$ cat src/rtl/seq_signed_subtractor_pkg.sv
// Shared types and helpers for the sequential signed subtractor.
// Latency: none (package only).
// Backpressure: not applicable.
package seq_sub_pkg;

  // Controller states: waiting for operands, stepping digits, holding a result.
  typedef enum logic [1:0] {
    IDLE = 2'd0,
    RUN  = 2'd1,
    DONE = 2'd2
  } state_t;

  // Digit counter width; at least one bit even when there is a single digit step.
  function automatic int cnt_width(input int width, input int digit);
    int n;
    n = width / digit;
    return (n <= 1) ? 1 : $clog2(n);
  endfunction

endpackage

$ cat src/rtl/seq_signed_subtractor_if.sv
// Operand/result handshake bundle for the sequential signed subtractor.
// Latency: none (wiring only).
// Backpressure: valid/ready on both the operand side and the result side.
interface seq_signed_subtractor_if #(
  parameter int WIDTH = 16
);
  logic             in_valid;
  logic             in_ready;
  logic [WIDTH-1:0] a;
  logic [WIDTH-1:0] b;
  logic             bin;
  logic             out_valid;
  logic             out_ready;
  logic [WIDTH-1:0] diff;
  logic             bout;
  logic             ovf;
  logic             busy;

  // Producer of operands and consumer of results.
  modport master (
    output in_valid, a, b, bin, out_ready,
    input  in_ready, out_valid, diff, bout, ovf, busy
  );

  // The subtractor itself.
  modport slave (
    input  in_valid, a, b, bin, out_ready,
    output in_ready, out_valid, diff, bout, ovf, busy
  );
endinterface

$ cat src/rtl/seq_signed_subtractor_digit.sv
// Combinational DIGIT-bit ripple subtractor: diff = a - b - bin.
// Latency: zero cycles (pure combinational).
// Backpressure: none; the caller decides when the result is used.
module digit_subtractor #(
  parameter int DIGIT = 4
) (
  input  logic [DIGIT-1:0] a,
  input  logic [DIGIT-1:0] b,
  input  logic             bin,
  output logic [DIGIT-1:0] diff,
  output logic             bout,
  output logic             bmsb_in
);

  logic [DIGIT:0] brw;

  // Per-bit full-subtract ripple; brw[i] is the borrow into bit i.
  always_comb begin
    brw    = '0;
    diff   = '0;
    brw[0] = bin;
    for (int i = 0; i < DIGIT; i++) begin
      diff[i]  = a[i] ^ b[i] ^ brw[i];
      brw[i+1] = (~a[i] & b[i]) | (~(a[i] ^ b[i]) & brw[i]);
    end
  end

  assign bout    = brw[DIGIT];
  assign bmsb_in = brw[DIGIT-1];

endmodule

$ cat src/rtl/seq_signed_subtractor.sv
// Digit-serial signed subtractor: diff = a - b - bin, DIGIT bits per cycle, LSB digit first.
// Latency: WIDTH/DIGIT cycles from operand accept to out_valid; one result per N+2 cycles.
// Backpressure: in_ready only in IDLE; out_valid holds the result until out_ready.
module seq_signed_subtractor
  import seq_sub_pkg::*;
#(
  parameter int WIDTH = 16,
  parameter int DIGIT = 4
) (
  input  logic                   clk,
  input  logic                   rst_n,
  seq_signed_subtractor_if.slave bus
);

  localparam int N  = WIDTH / DIGIT;
  localparam int CW = cnt_width(WIDTH, DIGIT);

  // Reject geometries where the digits do not tile the operand exactly.
  if ((WIDTH % DIGIT) != 0) begin : g_bad_geometry
    $error("seq_signed_subtractor: WIDTH (%0d) must be a multiple of DIGIT (%0d)", WIDTH, DIGIT);
  end

  state_t           state;
  state_t           state_nxt;
  logic [WIDTH-1:0] a_sh;
  logic [WIDTH-1:0] b_sh;
  logic [WIDTH-1:0] diff_sh;
  logic [WIDTH-1:0] a_shift;
  logic [WIDTH-1:0] b_shift;
  logic [WIDTH-1:0] diff_shift;
  logic             brw;
  logic [CW-1:0]    cnt;
  logic             bout_q;
  logic             ovf_q;
  logic [DIGIT-1:0] dig_diff;
  logic             dig_bout;
  logic             dig_bmsb;
  logic             last;

  assign last = (cnt == CW'(N - 1));

  // One digit of the borrow chain per cycle keeps the critical path to DIGIT bits.
  digit_subtractor #(
    .DIGIT (DIGIT)
  ) u_digit (
    .a       (a_sh[DIGIT-1:0]),
    .b       (b_sh[DIGIT-1:0]),
    .bin     (brw),
    .diff    (dig_diff),
    .bout    (dig_bout),
    .bmsb_in (dig_bmsb)
  );

  // Operands shift down a digit per step; results enter from the top so they end LSB-aligned.
  if (DIGIT == WIDTH) begin : g_single_digit
    assign a_shift    = '0;
    assign b_shift    = '0;
    assign diff_shift = dig_diff;
  end else begin : g_multi_digit
    assign a_shift    = {{DIGIT{1'b0}}, a_sh[WIDTH-1:DIGIT]};
    assign b_shift    = {{DIGIT{1'b0}}, b_sh[WIDTH-1:DIGIT]};
    assign diff_shift = {dig_diff, diff_sh[WIDTH-1:DIGIT]};
  end

  // State register.
  always_ff @(posedge clk or negedge rst_n) begin
    if (!rst_n) begin
      state <= IDLE;
    end else begin
      state <= state_nxt;
    end
  end

  // Next-state logic: accept in IDLE, step N digits, hold until the result is taken.
  always_comb begin
    state_nxt = state;
    unique case (state)
      IDLE:    if (bus.in_valid)  state_nxt = RUN;
      RUN:     if (last)          state_nxt = DONE;
      DONE:    if (bus.out_ready) state_nxt = IDLE;
      default: state_nxt = IDLE;
    endcase
  end

  // Datapath: load operands on accept, then one digit per RUN cycle; flags captured on the last digit.
  always_ff @(posedge clk or negedge rst_n) begin
    if (!rst_n) begin
      a_sh    <= '0;
      b_sh    <= '0;
      diff_sh <= '0;
      brw     <= 1'b0;
      cnt     <= '0;
      bout_q  <= 1'b0;
      ovf_q   <= 1'b0;
    end else begin
      if (state == IDLE && bus.in_valid) begin
        a_sh <= bus.a;
        b_sh <= bus.b;
        brw  <= bus.bin;
        cnt  <= '0;
      end else if (state == RUN) begin
        a_sh    <= a_shift;
        b_sh    <= b_shift;
        diff_sh <= diff_shift;
        brw     <= dig_bout;
        if (last) begin
          bout_q <= dig_bout;
          ovf_q  <= dig_bout ^ dig_bmsb;
        end else begin
          cnt <= cnt + CW'(1);
        end
      end
    end
  end

  assign bus.in_ready  = (state == IDLE);
  assign bus.out_valid = (state == DONE);
  assign bus.busy      = (state != IDLE);
  assign bus.diff      = diff_sh;
  assign bus.bout      = bout_q;
  assign bus.ovf       = ovf_q;

endmodule

$ cat src/flat_wrapper.sv
// flat-port wrapper written by rule: the top's interface ports become plain ports
module seq_signed_subtractor_flat import seq_sub_pkg::*;
#(
  parameter int WIDTH = 16,
  parameter int DIGIT = 4
)
  (clk, rst_n, bus_in_valid, bus_a, bus_b, bus_bin, bus_out_ready, bus_in_ready, bus_out_valid, bus_diff, bus_bout, bus_ovf, bus_busy);
  seq_signed_subtractor_if #(.WIDTH(WIDTH)) bus_i ();
  input  logic clk;
  input  logic rst_n;
  input wire logic [$bits(bus_i.in_valid)-1:0] bus_in_valid;
  input wire logic [$bits(bus_i.a)-1:0] bus_a;
  input wire logic [$bits(bus_i.b)-1:0] bus_b;
  input wire logic [$bits(bus_i.bin)-1:0] bus_bin;
  input wire logic [$bits(bus_i.out_ready)-1:0] bus_out_ready;
  output wire logic [$bits(bus_i.in_ready)-1:0] bus_in_ready;
  output wire logic [$bits(bus_i.out_valid)-1:0] bus_out_valid;
  output wire logic [$bits(bus_i.diff)-1:0] bus_diff;
  output wire logic [$bits(bus_i.bout)-1:0] bus_bout;
  output wire logic [$bits(bus_i.ovf)-1:0] bus_ovf;
  output wire logic [$bits(bus_i.busy)-1:0] bus_busy;
  assign bus_i.in_valid = bus_in_valid;
  assign bus_i.a = bus_a;
  assign bus_i.b = bus_b;
  assign bus_i.bin = bus_bin;
  assign bus_i.out_ready = bus_out_ready;
  assign bus_in_ready = bus_i.in_ready;
  assign bus_out_valid = bus_i.out_valid;
  assign bus_diff = bus_i.diff;
  assign bus_bout = bus_i.bout;
  assign bus_ovf = bus_i.ovf;
  assign bus_busy = bus_i.busy;
  seq_signed_subtractor #(.WIDTH(WIDTH), .DIGIT(DIGIT)) u_core (.clk(clk), .rst_n(rst_n), .bus(bus_i));
endmodule
$ cat config.mk
export PLATFORM = sky130hd
export DESIGN_NAME = seq_signed_subtractor_flat
export DESIGN_NICKNAME = d
export VERILOG_FILES = /design/src/rtl/seq_signed_subtractor_pkg.sv /design/src/rtl/seq_signed_subtractor_if.sv /design/src/rtl/seq_signed_subtractor_digit.sv /design/src/rtl/seq_signed_subtractor.sv /design/src/flat_wrapper.sv
export SDC_FILE = /design/constraint.sdc
export NUM_CORES = 1
export LEC_CHECK = 0
export CORE_UTILIZATION = 47
export CTS_BUF_LIST = sky130_fd_sc_hd__clkbuf_4
export DETAILED_ROUTE_END_ITERATION = 16
export PLACE_DENSITY = 0.78
export SLEW_MARGIN = 5
export SYNTH_ARGS = -nofsm -noshare
export SYNTH_HDL_FRONTEND = slang
export SYNTH_SLANG_ARGS = --single-unit
$ cat constraint.sdc
create_clock -name clk -period 2.4 [get_ports clk]
set_clock_uncertainty 0.05 [all_clocks]
set_input_delay 0.6 -clock clk [delete_from_list [all_inputs] [get_ports clk]]
set_output_delay 0.6 -clock clk [all_outputs]
set_load 0.005 [all_outputs]
[After elaboration in Yosys (flattened, before gate mapping)]
Cells that the tools add are included.
Word-level totals
  bits in registers: 55
  latch bits: 0
  RAM bits: 0
  memory bits (read-only): 0
  output and inout bits: 21
  memories kept: 0
Cells by class
  add/sub/neg operators: 1
  multipliers: 0
  div/mod/pow operators: 0
  order comparisons: 0
  equality and inequality tests: 7
  shift-type cells: 0
  muxes and demuxes: 13
  bitwise operators: 30
  reduce and logical (&&, ||, !) cells: 8
Operators with widths (count)
  $mux W16: 4
  $mux W2: 6
  $not A1 Y1: 9
  $xor A1 B1 Y1: 9
  $and A1 B1 Y1: 8
  $ne A2 B2 Y1 const B: 3
  $pmux W2 S3: 1
  $reduce_and A3 Y1: 2
  $eq A2 B2 Y1 const B: 2
  $or A1 B1 Y1: 4
  $reduce_and A2 Y1: 2
  $reduce_bool A2 Y1: 2
  $add A2 B1 Y2 const B: 1
  $eq A2 B1 Y1 const B: 1
  $logic_not A2 Y1: 1
  $mux W1: 2
  $ne A2 B1 Y1 const B: 1
  $logic_and A1 B1 Y1: 1

[Logic depth before layout (Yosys ltp)]
  word-level depth: 12
  gate-level depth with buffers: 9

[By module]
Synthesis repeated with hierarchy kept, for this count alone.
Second synthesis, totals
  cell total of the unflattened synthesis: 210
  area total of the unflattened synthesis: 2771.4 um^2
Modules (own cells, without submodules)
  seq_signed_subtractor: times used 1, cells an instance 196, area an instance 2653.8 um^2
  digit_subtractor: times used 1, cells an instance 14, area an instance 117.6 um^2

[Least setup slack after synthesis]
No wires, ideal clock.
  kind: flip-flop to flip-flop
  from: reg u_core.brw
  to: reg u_core.diff_sh[15] (netlist: u_core.bus.diff[15])
  setup time: 0.125 ns
  arrival: 2.113 ns
  data required time: 2.225 ns
  setup slack: 0.112 ns
  stages on the path, launching flop included: 9
  clock period less this slack: 2.288 ns
  cell sequence: dfrtp_1 inv_1 fa_1 inv_1 fa_1 fa_1 inv_1 fa_1 mux2_2
On the way
  cells in the longest elaborated chain, start to end: 7
Ends and longest elaborated chain
  start: declaration: line seq_signed_subtractor.sv:31  | logic brw;
  start signal: assignment: line seq_signed_subtractor.sv:99  | brw <= bus.bin;
  start signal: assignment: line seq_signed_subtractor.sv:105  | brw <= dig_bout;
  $and A1 B1 Y1: line seq_signed_subtractor_digit.sv:24  | brw[i+1] = (~a[i] & b[i]) | (~(a[i] ^ b[i]) & brw[i]);
  $or A1 B1 Y1: line seq_signed_subtractor_digit.sv:24
  $and A1 B1 Y1: line seq_signed_subtractor_digit.sv:24
  $or A1 B1 Y1: line seq_signed_subtractor_digit.sv:24
  $and A1 B1 Y1: line seq_signed_subtractor_digit.sv:24
  $or A1 B1 Y1: line seq_signed_subtractor_digit.sv:24
  $xor A1 B1 Y1: line seq_signed_subtractor_digit.sv:23  | diff[i] = a[i] ^ b[i] ^ brw[i];
  net u_core.dig_diff[3]: line seq_signed_subtractor.sv:35  | logic [DIGIT-1:0] dig_diff;
  end signal: assignment: line seq_signed_subtractor.sv:104  | diff_sh <= diff_shift;
  end: declaration: line seq_signed_subtractor.sv:27  | logic [WIDTH-1:0] diff_sh;
The timed path passes the listed nets, and every way through them passes these cells.
A chain may end at the register's enable or synchronous reset.

[Final worst setup path]
Same ends and word-level chain as after synthesis.

==> results.toml <==
[synthesis]
synth_top_family_by_area = "simple AND/OR/NAND/NOR gates"
yosys-mux-area-fraction_pct = 7.36
synth_compound_area_share_pct = 11.7
synthAdderAreaFrac_pct = 3.43
synth_cell_types = 32
synth_area_leaders = "dfrtp_1 (51%), nor4b_1 (6.8%), mux2_2 (6.3%), a211oi_1 (5.6%), nor3b_1 (5.6%)"
synth_top_area_share_pct = 50.9
synth_edf_count = 0
synth_top_area_cell = "dfrtp_1"
ys_warn_count = 0
synth_top_flop_cell = "dfrtp_1"
netlist_area_mm2 = 0.00270
seq_area_frac_synth_pct = 50.9
synth_fp_nets = 277
synth_xor_area_share_pct = 0.324
synthCells = 235
ys_ff_latch = 55
synth-async-reset-ratio_pct = 100
avgSynthCellArea_um2 = 11.5
synthSimpleGateAreaFrac_pct = 16.8

[floorplanning]
core_area_mm2 = 0.00554
die_area_mm2 = 0.00606
fp-row-count = 27
dieWidth_um = 77.8
floorplan.initialDensity_pct = 48.8
fp.dieH_um = 77.8
io-pin-count = 58

[power_and_ir_drop]
p_leak_nw = 1.47
p_seq_share_pct = 37.6
irDropWorstVdd_mv = 0.568
power.density_mw_per_mm2 = 1290
power.switching_w = 0.00157
pwr-share-comb_pct = 50.8
power.share.clock_pct = 11.5
p_int_w = 0.00280
switching_share_pct = 35.9

[timing]
final.setup.worst_slack_ns = 0.0556
maxSlewViolCount = 0
max_slew_margin_pct = 59.1
tns_ns = 0
clock.fmax_mhz = 427
rsz0062_at_grt = "no"
fin_crit_sh_pct = 97.7
whs_ns = 0.153
setup_viol = 0
finalCriticalPeriod_ns = 2.34
tightest_slew_ns = 0.613
hold_violations = 0

[routing]
top_layer_used = "met4"
vias_per_cell = 5.45
first_pass_iters = 4
vias = 1957
drt_wl_total_mm = 5.54
routed-wl-met2_mm = 2.65
routed-wl-met3_um = 239
wl_met1_mm = 2.60
drt_iter0_markers = 118
postRouteAntennaNets = 0
drc_errors = 0
routedWlPerCell_um = 15.4

[layout]
fin_nets = 328
design_area_mm2 = 0.00339
final_common_cell = "clkdlybuf4s50_1"
area_delta_synth_final_pct = 25.6
antenna_cells = 0
fillers = 485
most-common-layout-cells = "clkdlybuf4s50_1 (56), dfrtp_1 (55), inv_1 (33)"
drive_gt1_share_pct = 14.3
final_util_pct = 61.3

[placed_design]
place_ws_ns = 0.0110
dp_hpwl_mm = 3.80
port_buffers = 57
placed_cell_area_mm2 = 0.00330
gp_congestion = 0.773

[grt]
grt_pass1_wl_mm = 9.27
grt_pass1_vias = 1834
overflow = 0
track_usage_pct = 19.5
grt_antenna_before_repair = 0
grt_max_degree = 55

[status]
status = "finished, final reports clean"

[critical_path]
cp-end-kind = "flop"
start_kind = "flop"
rr_startpoint = "u_core.brw"
cp_max_fo = 2
cp.required_ns = 2.63
critPathKind = "reg -> reg"
critPathArrivalTime_ns = 2.57
crit_start = "u_core.brw"

[cts]
clk_pin_slew_worst_paths_ns = 0.16
cts_tree = "yes"
numCtsBuffers = 5
cts_hold_buf = 0
cts_root_buffer = "clkbuf_4"
clock_path_buffers = 2
cts.sinks = 55
insertion_delay_ns = 0.38
cts_htree_levels = 2

[job]
cap_violations = 0

[hold_path]
hold_path.class = "in -> async"
sequential cells by signal, summed over array words and instances (netlist names):
name / flops
u_core.brw: 1
u_core.cnt: 2
u_core.bus.ovf: 1
u_core.b_sh: 16
u_core.state: 2
u_core.bus.bout: 1
u_core.bus.diff: 16
u_core.a_sh: 16
critical path, stage by stage (launching register included):
cell and delay (ns):
dfrtp_1 0.40, inv_2 0.07, fa_1 0.16, inv_1 0.05
fa_1 0.39, fa_2 0.37, inv_1 0.08, fa_2 0.42
mux2_2 0.27
path summary, 6_finish.rpt:
check / to / slack [ns] / cells past startpoint
worst max-delay path: u_core.bus.diff[15] / 0.06 / 8
worst min-delay path: u_core.a_sh[0] / 0.15 / 1
worst max register to register: u_core.bus.diff[15] / 0.06 / 8
worst min register to register: u_core.b_sh[14] / 0.47 / 2
max in group asynchronous: u_core.a_sh[9] / 1.48 / 2
min in group clk: u_core.b_sh[14] / 0.47 / 2
cell type report:
class / count / area, um^2 / share of cell area, %
Sequential cell: 55 / 1380 / 40.5
Multi-Input combinational cell: 124 / 1080 / 31.7
Timing Repair Buffer: 65 / 638 / 18.8
Inverter: 35 / 131 / 3.87
Tap cell: 72 / 90.1 / 2.65
Clock inverter: 3 / 43.8 / 1.29
Clock buffer: 5 / 37.5 / 1.11
power groups by stage:
stage | Clock, W | Combinational, W | Sequential [W]
after global routing | 0.000565 | 0.00246 | 0.00170
after global placement | 0 | 0.00213 | 0.00164
after detailed placement | 0 | 0.00221 | 0.00166
after CTS | 0.000526 | 0.00223 | 0.00164
after floorplan | 0 | 0.00154 | 0.00162
final | 0.000505 | 0.00222 | 0.00165
kinds of logic after synthesis:
kind of cell,after synthesis
AO/OA/AOI/OAI,38
XOR/XNOR,1
adder cells (fa/ha/maj),5
buffers and inverters,56
flip-flops,55
multiplexers,18
AND/OR/NAND/NOR,62
per-stage QoR:
step	total power (W)	std cells
5_1_grt	0.00473	359
6_report	0.00437	359
4_1_cts	0.00440	358
3_3_place_gp	0.00377	350
3_5_place_dp	0.00387	350
2_1_floorplan	0.00316	235
Yosys cell counts (2+ instances only):
| master | n |
|---|---|
| buf_4 | 2 |
| inv_1 | 35 |
| fa_1 | 4 |
| nor4b_1 | 21 |
| buf_2 | 6 |
| o221ai_1 | 3 |
| a211oi_1 | 20 |
| buf_6 | 4 |
| a222oi_1 | 5 |
| nor3b_1 | 20 |
| a22o_1 | 5 |
| or2_2 | 2 |
| clkbuf_1 | 8 |
| mux2i_1 | 3 |
| nor2_1 | 5 |
| nand2_1 | 6 |
| mux2_2 | 15 |
| dfrtp_1 | 55 |
| a211o_1 | 2 |
| and3_1 | 2 |
per-layer routing:
metal / vias to the layer above / track usage [%]
met1: 960 / 27.7
met4: 0 / 4.72
met5: - / 0
met3: 6 / 4.59
li1: 932 / -
met2: 59 / 30.1
timing repair:
item,CTS,global route
resized for setup,1,4
endpoints found under the setup margin,1,4
pin swaps,0,1
buffers inserted,0,1
hold endpoints to repair,0,0
gates cloned,0,0
(Power assumes the default switching activity.)
